## src/rtl/reg_file_sb.sv

```systemverilog
`default_nettype none
// ============================================================================
// Module   : reg_file_sb
// Purpose  : NUM_REGS x DATA_W register file. It has two combinational read
//            ports, one write port with same-cycle write-to-read bypass, and
//            a per-register busy scoreboard used for RAW hazard detection.
// Revision : 1.0 - initial release
// ============================================================================
module reg_file_sb #(
  parameter int DATA_W   = 32,
  parameter int ADDR_W   = 5,
  parameter int ZERO_REG = 1
) (
  input  logic              clk,
  input  logic              rst,
  input  logic [ADDR_W-1:0] ra1,
  output logic [DATA_W-1:0] rd1,
  output logic              rd1_busy,
  input  logic [ADDR_W-1:0] ra2,
  output logic [DATA_W-1:0] rd2,
  output logic              rd2_busy,
  input  logic              we,
  input  logic [ADDR_W-1:0] wa,
  input  logic [DATA_W-1:0] wd,
  input  logic              iss_en,
  input  logic [ADDR_W-1:0] iss_addr,
  output logic              any_busy
);

  localparam int NUM_REGS = 2 ** ADDR_W;

  logic [DATA_W-1:0]   r_regs [NUM_REGS];
  logic [NUM_REGS-1:0] r_busy;
  logic                r_any_busy;
  logic [NUM_REGS-1:0] w_busy_next;

  genvar gi;
  generate
    for (gi = 0; gi < NUM_REGS; gi++) begin : g_reg
      localparam bit c_HARD_ZERO = (ZERO_REG != 0) && (gi == 0);
      logic w_set;
      logic w_clr;

      assign w_set = iss_en && (iss_addr == ADDR_W'(gi));
      assign w_clr = we && (wa == ADDR_W'(gi));
      // A new producer issued in the same cycle as a writeback keeps the register pending.
      assign w_busy_next[gi] = c_HARD_ZERO ? 1'b0 :
                               w_set       ? 1'b1 :
                               w_clr       ? 1'b0 : r_busy[gi];

      always_ff @(posedge clk) begin
        if (rst || c_HARD_ZERO) begin
          r_regs[gi] <= '0;
        end else if (w_clr) begin
          r_regs[gi] <= wd;
        end
      end
    end
  endgenerate

  always_ff @(posedge clk) begin
    if (rst) begin
      r_busy     <= '0;
      r_any_busy <= 1'b0;
    end else begin
      r_busy     <= w_busy_next;
      r_any_busy <= |w_busy_next;
    end
  end

  assign any_busy = r_any_busy;

  logic w_zero1;
  logic w_zero2;
  logic w_hit1;
  logic w_hit2;

  assign w_zero1 = (ZERO_REG != 0) && (ra1 == '0);
  assign w_zero2 = (ZERO_REG != 0) && (ra2 == '0);
  assign w_hit1  = we && (wa == ra1) && !w_zero1;
  assign w_hit2  = we && (wa == ra2) && !w_zero2;

  // Bypassed data is valid this cycle, so a hit port never reports busy.
  always_comb begin
    rd1      = '0;
    rd2      = '0;
    rd1_busy = 1'b0;
    rd2_busy = 1'b0;
    if (!rst) begin
      rd1      = w_hit1 ? wd : (w_zero1 ? '0 : r_regs[ra1]);
      rd2      = w_hit2 ? wd : (w_zero2 ? '0 : r_regs[ra2]);
      rd1_busy = r_busy[ra1] && !w_hit1;
      rd2_busy = r_busy[ra2] && !w_hit2;
    end
  end

endmodule
`default_nettype wire

```

## config.mk

```make
export PLATFORM = sky130hd
export DESIGN_NAME = reg_file_sb
export DESIGN_NICKNAME = d
export VERILOG_FILES = /design/src/rtl/reg_file_sb.sv
export SDC_FILE = /design/constraint.sdc
export NUM_CORES = 2
export LEC_CHECK = 0
export CAP_MARGIN = 25
export CORE_UTILIZATION = 50
export DETAILED_ROUTE_END_ITERATION = 7
export PLACE_DENSITY = 0.69
export RECOVER_POWER = 100
export SYNTH_ARGS = -nofsm -noshare
export SYNTH_HDL_FRONTEND = slang
export SYNTH_SLANG_ARGS = --single-unit
```

## constraint.sdc

```tcl
create_clock -name clk -period 4.2 [get_ports clk]
set_clock_uncertainty 0.05 [all_clocks]
set_input_delay 1.05 -clock clk [delete_from_list [all_inputs] [get_ports clk]]
set_output_delay 1.05 -clock clk [all_outputs]
set_load 0.03 [all_outputs]
```

==> flow_summary.ini <==
[outcome]
status = finished with violations
violations = capacitance limit, slew limit, setup timing

[place]
place.gp.congestion = 0.980
port_buffers = 122
place_hpwl_um = 120000

[logic_synthesis]
synth_cell_type_count = 55
synth.most_common_cell = and2_1
synth.avg_cell_area_um2 = 14.5
synth_seq_cells = 1024
syn_nets = 3891
yosysSeqAreaShare = 0.545
netlist_area_mm2 = 0.0558
synth_area_leader_cell = edfxtp_1
synth_edf_count = 992
synthArstFlopShare = 0
synth_common_cells = 998 x and2_1, 992 x edfxtp_1, 497 x mux4_2, 276 x clkbuf_1, 138 x nand2_1
synth_flop_cell = edfxtp_1
yosysWarnings = 0
synthCells = 3835
synth.top_cells.by_area = edfxtp_1 53%, mux4_2 20%, and2_1 11%
synth_top_area_share = 0.534

[power]
p_comb_frac = 0.164
fin_total_pwr_w = 0.0260
power_leakage_nw = 24.7
p_per_area_mw_per_mm2 = 376
p_sw_frac = 0.255
p_clk_frac = 0.372
peakVddDrop_v = 0.000315
internal_power_w = 0.0194
p_seq_frac = 0.464
switchingPower_w = 0.00662

[clock_network]
cts_buffer_depth = 3
htree_num_levels = 3
clk_pin_slew_ns = 0.06
holdBufCountCts = 0
cts_root_buffer = clkbuf_16
tritoncts.num_buffers = 110
worst_skew_pair.late_latency_ns = 0.69
cts_tree = yes
clock_sinks = 1024

[sta]
setup_ws_ns = -0.189
finalCritPeriodShare = 1.05
max_freq_ghz = 0.228
period_minus_slack_ns = 4.39
hold_violations = 0
tightest_slew_ns = 2.38
holdWs_ns = 0.505
finalSetupViolations = 39
drv_slew = 65
slew_headroom = -0.587
rsz0062_at_grt = true

[critical_path]
slowest_delay_ns = 0.45
critPathCaptureType = output port
cp.required_ns = 3.10
crit_buf_inv = 6
crit_path_top_delay_cell = nor4_4
cp_top_family = simple AND/OR/NAND/NOR gates
crit_chain = buf_16, buf_12, buf_12, xnor2_1, nand4_1, nor4_4, and2_4, buf_12, clkbuf_16, nand2_1, o21ai_4, buf_12
cp.arrival_ns = 3.29
crit_type = primary input to output port
crit_top_cell = buf_12
critPathLaunchType = primary input
cp_max_fo = 9

[floorplanning]
dieArea_mm2 = 0.113
die_w_um = 336
rows = 122
initial_core_util = 0.504
coreArea_mm2 = 0.111
fp.dieH_um = 336
ios = 123

[cells_and_area]
multi_input_area_mm2 = 0.0248
nets = 4309
drive_gt1_frac = 0.374
n_fill_cell = 7980
regArea_mm2 = 0.0304
area_growth_pct = 23.7

[grt]
first_global_vias = 38993
grt_usage = 0.345
grt_max_degree = 45
grt_overflow_total = 0
grt_antenna_before_repair = 11
grt_pass1_wl_um = 276000

[detailed_routing]
firstDrtPassIters = 8
post_drt_via_cell_ratio = 6.71
drc_errors = 0
vias = 39160
drt_iter0_drc = 6206
drt-wirelength-per-cell_um = 33.5
drt.antenna.violating_nets = 0
wl_um = 196000

[worst_hold_path]
min-delay-path-class = register to register

[job]
maxCapViolCount = 2
[path summary, 6_finish.rpt]
kind	startpoint	end	slack (ns)	cells after the start
worst max-delay path	ra1[1]	rd1[4]	-0.19	12
worst max register to register	r_busy[31]	any_busy	2.57	4
worst min register to register	r_busy[28]	r_busy[28]	0.51	2
worst min-delay path	r_busy[28]	r_busy[28]	0.51	2
[worst min-delay path: stages (launching register included)]
cell and delay, ns:
dfxtp_1 0.34, nand2_1 0.10, a21oi_1 0.07
[through the flow]
| stage | TNS, ns | setup slack (ns) | utilization | cell area [µm²] | instances |
|---|---|---|---|---|---|
| after floorplan | -5.43 | -0.0849 | - | 55800 | 3835 |
| after global placement | -20.83 | -0.600 | 0.569 | 62900 | 5532 |
| after detailed placement | -19.90 | -0.615 | 0.569 | 62900 | 5533 |
| after CTS | -0.430 | -0.0701 | 0.615 | 68100 | 5789 |
| after global routing | -3.86 | -0.177 | 0.624 | 69000 | 5835 |
| final | -3.56 | -0.189 | 0.624 | 69000 | 5836 |
[timing repair]
item,CTS,global route
setup endpoints to repair,66,63
gates cloned,14,8
pin swaps,29,30
setup buffers,42,38
resized for setup,231,124
[power groups by stage]
| stage | clock [W] | combinational (W) | sequential [W] |
|---|---|---|---|
| 2_1_floorplan | 0 | 0.00205 | 0.0121 |
| 3_3_place_gp | 0 | 0.00378 | 0.0122 |
| 3_5_place_dp | 0 | 0.00381 | 0.0122 |
| 4_1_cts | 0.00970 | 0.00407 | 0.0120 |
| 5_1_grt | 0.0101 | 0.00436 | 0.0121 |
| 6_report | 0.00967 | 0.00426 | 0.0121 |
[per-layer routing]
| layer | share of wire | global-route usage | vias up | routed length (µm) |
|---|---|---|---|---|
| met5 | 0.00014 | 0 | - | 27 |
| met4 | 0.053 | 0.158 | 4 | 10400 |
| met3 | 0.14 | 0.0948 | 569 | 28000 |
| met1 | 0.36 | 0.463 | 19861 | 69700 |
| met2 | 0.45 | 0.525 | 3190 | 87500 |
| li1 | - | - | 15536 | - |
[flip-flops by register name (all words and copies together), names as in the netlist]
name,cells
r_regs,992
r_busy,31
any_busy,1
[area by class of cell]
cell class / instances / share of cell area
sequential: 1024 / 0.441
multi-input combinational: 2401 / 0.359
timing repair buffer: 711 / 0.122
clock buffer: 138 / 0.0423
tap: 1488 / 0.0270
clock inverter: 64 / 0.00852
inverter: 5 / 0.000344
antenna: 5 / 0.000181
[cell usage in the layout, fill, tap and decap left out, drive strengths merged, types with 5 or more instances in the layout]
cell,Yosys,final
and2,999,999
a2111oi,9,9
clkinv,1,47
bufinv,0,11
nand4,8,8
buf,129,645
nand2,138,138
o22ai,16,16
dfxtp,32,32
bufbuf,0,7
clkbuf,276,153
o221ai,11,11
a221oi,8,8
nor3,13,13
mux2,105,105
clkdlybuf4s50,0,38
a22o,53,53
a211oi,5,5
mux4,497,497
inv,4,7
o21ai,131,131
dlygate4sd2,0,5
mux2i,99,99
nor2,99,99
edfxtp,992,992
diode,0,5
a221o,8,8
xnor2,7,7
nor2b,14,14
nand3,12,12
a22oi,51,51
nand2b,10,10
a21oi,71,71
[cell families after synthesis]
group / share of synthesized area
compound gates: 0.0437
xor+xnor: 0.00141
buf+inv: 0.0326
flops: 0.545
mux: 0.240
simple gates: 0.137
No activity file was read; power rests on OpenSTA's default activity.
